$ cat src/rtl/int_ctrl.sv
// int_ctrl: prioritised interrupt controller for a pipelined core.
//
// Ports
//   Clk        in   clock; all state changes on the rising edge
//   Rst        in   asynchronous reset, active low
//   Irq        in   [N_CH]  level interrupt lines, synchronous to Clk
//   MaskWe     in   mask register write enable
//   MaskIn     in   [N_CH]  new mask value (1 = channel masked)
//   IntAck     in   fetch has taken the outstanding request
//   Rti        in   one-cycle pulse when an RTI retires
//   IntReq     out  interrupt request to the fetch stage
//   Vector     out  [VEC_W] handler vector of the requested channel
//   Pending    out  [N_CH]  latched rising edges not yet acknowledged
//   InService  out  [N_CH]  channels whose handlers are running
//
// Channel 0 has the highest priority. Pending bits latch on rising Irq
// edges regardless of the mask; the mask only affects eligibility.
module int_ctrl #(
  parameter int unsigned N_CH     = 4,
  parameter int unsigned VEC_W    = 16,
  parameter int unsigned VEC_BASE = 0,
  parameter int unsigned NEST     = 0
) (
  input  logic             Clk,
  input  logic             Rst,
  input  logic [N_CH-1:0]  Irq,
  input  logic             MaskWe,
  input  logic [N_CH-1:0]  MaskIn,
  input  logic             IntAck,
  input  logic             Rti,
  output logic             IntReq,
  output logic [VEC_W-1:0] Vector,
  output logic [N_CH-1:0]  Pending,
  output logic [N_CH-1:0]  InService
);

  localparam int unsigned CH_W = (N_CH > 1) ? $clog2(N_CH) : 1;

  typedef enum logic {ST_IDLE, ST_REQ} state_t;

  state_t             r_state;
  logic [N_CH-1:0]    r_irq_d;
  logic [N_CH-1:0]    r_mask;
  logic [N_CH-1:0]    r_pend;
  logic [N_CH-1:0]    r_ins;
  logic [CH_W-1:0]    r_ch;
  logic [VEC_W-1:0]   r_vec;
  logic               r_req;

  logic [N_CH-1:0]    w_edge;
  logic [N_CH-1:0]    w_elig;
  logic               w_win_vld;
  logic [CH_W-1:0]    w_win_idx;
  logic               w_ins_vld;
  logic [CH_W-1:0]    w_ins_idx;
  logic               w_gate;
  logic               w_ack;
  logic [N_CH-1:0]    w_ch_oh;
  logic [N_CH-1:0]    w_pend_nxt;
  logic [N_CH-1:0]    w_ins_set;
  logic [N_CH-1:0]    w_ins_low;
  logic [N_CH-1:0]    w_ins_nxt;
  logic [VEC_W-1:0]   w_vec;

  assign w_edge = Irq & ~r_irq_d;
  assign w_elig = r_pend & ~r_mask;

  // Scanning from the top down leaves the lowest set index in the result.
  always_comb begin
    w_win_vld = 1'b0;
    w_win_idx = '0;
    w_ins_vld = 1'b0;
    w_ins_idx = '0;
    for (int unsigned i = N_CH; i > 0; i--) begin
      if (w_elig[i-1]) begin
        w_win_vld = 1'b1;
        w_win_idx = CH_W'(i - 1);
      end
      if (r_ins[i-1]) begin
        w_ins_vld = 1'b1;
        w_ins_idx = CH_W'(i - 1);
      end
    end
  end

  always_comb begin
    w_gate = 1'b0;
    if (NEST != 0)
      w_gate = w_win_vld && (!w_ins_vld || (w_win_idx < w_ins_idx));
    else
      w_gate = w_win_vld && !w_ins_vld;
  end

  assign w_ack = (r_state == ST_REQ) && IntAck;

  always_comb begin
    w_ch_oh = '0;
    for (int unsigned i = 0; i < N_CH; i++)
      w_ch_oh[i] = w_ack && (r_ch == CH_W'(i));
  end

  // A fresh edge on the acknowledged channel re-arms its pending bit.
  assign w_pend_nxt = (r_pend & ~w_ch_oh) | w_edge;

  // Acknowledge sets first; Rti then retires the highest-priority active
  // handler of that updated set (x & -x isolates the lowest set bit).
  assign w_ins_set = r_ins | w_ch_oh;
  assign w_ins_low = w_ins_set & (~w_ins_set + N_CH'(1));
  assign w_ins_nxt = Rti ? (w_ins_set & ~w_ins_low) : w_ins_set;

  assign w_vec = VEC_W'(VEC_BASE) + VEC_W'(w_win_idx);

  always_ff @(posedge Clk or negedge Rst) begin
    if (!Rst) begin
      r_state <= ST_IDLE;
      r_irq_d <= '0;
      r_mask  <= '0;
      r_pend  <= '0;
      r_ins   <= '0;
      r_ch    <= '0;
      r_vec   <= '0;
      r_req   <= 1'b0;
    end else begin
      r_irq_d <= Irq;
      if (MaskWe)
        r_mask <= MaskIn;
      r_pend <= w_pend_nxt;
      r_ins  <= w_ins_nxt;
      case (r_state)
        ST_IDLE: begin
          if (w_gate) begin
            r_state <= ST_REQ;
            r_ch    <= w_win_idx;
            r_vec   <= w_vec;
            r_req   <= 1'b1;
          end
        end
        ST_REQ: begin
          if (IntAck) begin
            r_state <= ST_IDLE;
            r_req   <= 1'b0;
          end
        end
        default: begin
          r_state <= ST_IDLE;
          r_req   <= 1'b0;
        end
      endcase
    end
  end

  assign IntReq    = r_req;
  assign Vector    = r_vec;
  assign Pending   = r_pend;
  assign InService = r_ins;

endmodule

$ cat config.mk
export PLATFORM = sky130hd
export DESIGN_NAME = int_ctrl
export DESIGN_NICKNAME = d
export VERILOG_FILES = /design/src/rtl/int_ctrl.sv
export SDC_FILE = /design/constraint.sdc
export NUM_CORES = 1
export LEC_CHECK = 0
export BUFFER_PORTS_ARGS = -buffer_cell sky130_fd_sc_hd__buf_2
export CAP_MARGIN = 10
export CORE_ASPECT_RATIO = 1.2
export CORE_MARGIN = 4
export CORE_UTILIZATION = 30
export DETAILED_ROUTE_END_ITERATION = 10
export PLACE_DENSITY = 0.63
export SETUP_SLACK_MARGIN = 0.1
export SYNTH_ARGS = -nofsm -noshare
export SYNTH_HDL_FRONTEND = slang
export SYNTH_SLANG_ARGS = --single-unit
$ cat constraint.sdc
create_clock -name Clk -period 2.2 [get_ports Clk]
set_input_delay 0 -clock Clk [delete_from_list [all_inputs] [get_ports Clk]]
set_output_delay 0 -clock Clk [all_outputs]
set_load 0.05 [all_outputs]
==> impl_metrics.json <==
{
  "clock-skew-final_ns": 0.00239,
  "yosysSeqAreaShare": 0.531,
  "finalMaxSlewViolations": 0,
  "first_pass_iters": 4,
  "dieArea_sq_um": 4100,
  "h-tree-depth": 1,
  "worst_slack_ns": 0.593,
  "critPathKind": "reg -> reg",
  "area_growth_pct": 27.6,
  "fin_crit_sh": 0.730,
  "post_synth_num_cell_types": 22,
  "irDropWorstVdd_v": 0.000575,
  "start_kind": "flop",
  "clockBufferDepth": 2,
  "io_pins": 38,
  "clkSlewWorstSetupHoldPaths_ns": 0.11,
  "core_sq_um": 3030,
  "yosys_warnings": 0,
  "power.static_leakage_uw": 0.000603,
  "min_period_ns": 1.61,
  "viasPerCell": 4.43,
  "hold_viol": 0,
  "drt_iter0_markers": 12,
  "worstPathArrival_ns": 1.79,
  "grt_pass1_wl_microns": 3220,
  "place_ws_ns": 0.605,
  "worstPathRequired_ns": 2.39,
  "wl_per_cell_microns": 11.8,
  "start_util": 0.311,
  "grt_pass1_vias": 760,
  "cts_root_buf": "clkbuf_4",
  "p_total_uw": 1530,
  "clk_latency_ns": 0.29,
  "syn_inst": 88,
  "dp_hpwl_microns": 1480,
  "fp.dieW_microns": 59.2,
  "cts_resized": 0,
  "grt_antenna_before_repair": 0,
  "rows": 22,
  "grt_util_all_layers": 0.101,
  "die_y_microns": 69.4,
  "antennaDiodeCount": 0,
  "numClockSinks": 20,
  "max_freq_ghz": 0.622,
  "p_per_area_nw_per_um2": 1270,
  "gp_congestion": 0.809,
  "yosys_register_bits": 20,
  "syn_avg_cell_area_sq_um": 10.7,
  "end_kind": "flop",
  "drive_gt1_frac": 0.310,
  "io_buffers": 23,
  "cts-buffers-inserted": 3,
  "via_count": 717,
  "drt-total-wl_microns": 1910,
  "maxCapViolCount": 0,
  "fin_tns_setup_ns": 0,
  "synth_area_sq_um": 942,
  "drc": 0,
  "overflow": 0,
  "holdCritPathClass": "in -> async",
  "grt_max_degree": 21,
  "cts_tree": "done",
  "post-route-util": 0.397,
  "antenna_violating_nets_post_route": 0,
  "fillers": 315,
  "nNetsFinal": 140,
  "outcome": "finished clean",
  "rsz0062_at_grt": "no",
  "hold-worst-slack_ns": 0.179,
  "finalSetupViolations": 0,
  "crit_fanout": 5
}
==> critical path, stage by stage (launching register included) <==
cell and delay, ns:
dfrtp_1 0.44, or4_4 0.56, nor2_4 0.12, o21ai_2 0.09, mux2_4 0.30
==> cell usage in the layout (no fill, tap or decap), types with 2 or more instances in the layout <==
| master | count |
|---|---|
| a21oi_1 | 3 |
| mux2_2 | 4 |
| dlygate4sd3_1 | 12 |
| o21ai_2 | 2 |
| nand2_1 | 4 |
| buf_2 | 23 |
| conb_1 | 14 |
| nor3_1 | 2 |
| o21ai_0 | 8 |
| a2bb2oi_1 | 2 |
| nor2_1 | 4 |
| o22ai_1 | 2 |
| clkbuf_4 | 3 |
| dfrtp_1 | 20 |
| nand2b_1 | 3 |
| nand3b_1 | 2 |
| inv_1 | 10 |
==> layer usage <==
| metal | track usage | vias to the layer above | share of wire |
|---|---|---|---|
| met2 | 0.167 | 27 | 0.55 |
| met1 | 0.119 | 347 | 0.36 |
| met3 | 0.0298 | 2 | 0.082 |
| met4 | 0.0403 | 0 | 0.0052 |
| li1 | - | 341 | - |
| met5 | 0 | - | 0 |
==> area by class of cell <==
type,instances,area [sq um],share of cell area
Inverter,10,37.5,0.0312
Sequential cell,20,500,0.416
Timing Repair Buffer,35,235,0.196
Tap cell,36,45.0,0.0375
Multi-Input combinational cell,57,348,0.289
Clock buffer,4,36.3,0.0302
==> final timing paths <==
path / from / to / slack, ns / cells past startpoint
max reg2reg: InService[1] / Vector[0] / 0.59 / 4
min in group Clk: Irq[3] / r_irq_d[3] / 0.36 / 2
min reg2reg: r_irq_d[3] / Pending[3] / 0.42 / 1
min: Rst / r_mask[1] / 0.18 / 2
max: InService[1] / Vector[0] / 0.59 / 4
max in group asynchronous: Rst / r_state / 1.71 / 2
==> where the power goes <==
group / leakage [uW] / internal (uW) / total (uW) / switching [uW]
clock: 0.0000210 / 101 / 206 / 106
sequential: 0.000234 / 465 / 567 / 102
combinational: 0.000348 / 229 / 754 / 525
==> cell families after synthesis <==
kind of cell | count (synthesis) | synth area share
mux | 5 | 0.0637
flops | 20 | 0.531
buf+inv | 24 | 0.151
other cells | 1 | 0.00398
compound gates | 19 | 0.135
simple gates | 19 | 0.114
==> repair_timing <==
action	in CTS	in global routing
hold endpoints to repair	34	4
setup buffers	0	0
hold buffers	11	1
==> per-stage QoR <==
step                      std cells  instance area (sq um)
after floorplan                 101                    991
after global placement          146                   1050
after detailed placement        146                   1050
after CTS                       161                   1190
after global routing            162                   1200
final                           162                   1200
==> synth_stat cells <==
cell type	instances	area [sq um]
a31o_2	1	8.76
nand2_1	4	15.0
nand3b_1	2	15.0
nand3_1	1	5.00
o21ai_2	2	17.5
or4_4	1	11.3
o22ai_1	2	12.5
conb_1	1	3.75
inv_1	10	37.5
mux2_4	1	15.0
nor3_1	2	10.0
mux2_2	4	45.0
or2_2	1	6.26
a21oi_1	3	15.0
o21ai_0	8	40.0
dfrtp_1	20	500
nor2_1	4	15.0
nor2_4	1	11.3
buf_4	14	105
o21ai_4	1	16.3
nand2b_1	3	18.8
a2bb2oi_1	2	17.5
==> registers in the layout, summed over array words and instances, names as in the netlist <==
signal / count
InService: 4
Pending: 4
r_irq_d: 4
r_mask: 4
Vector: 2
IntReq: 1
r_state: 1
(Power assumes the default switching activity.)
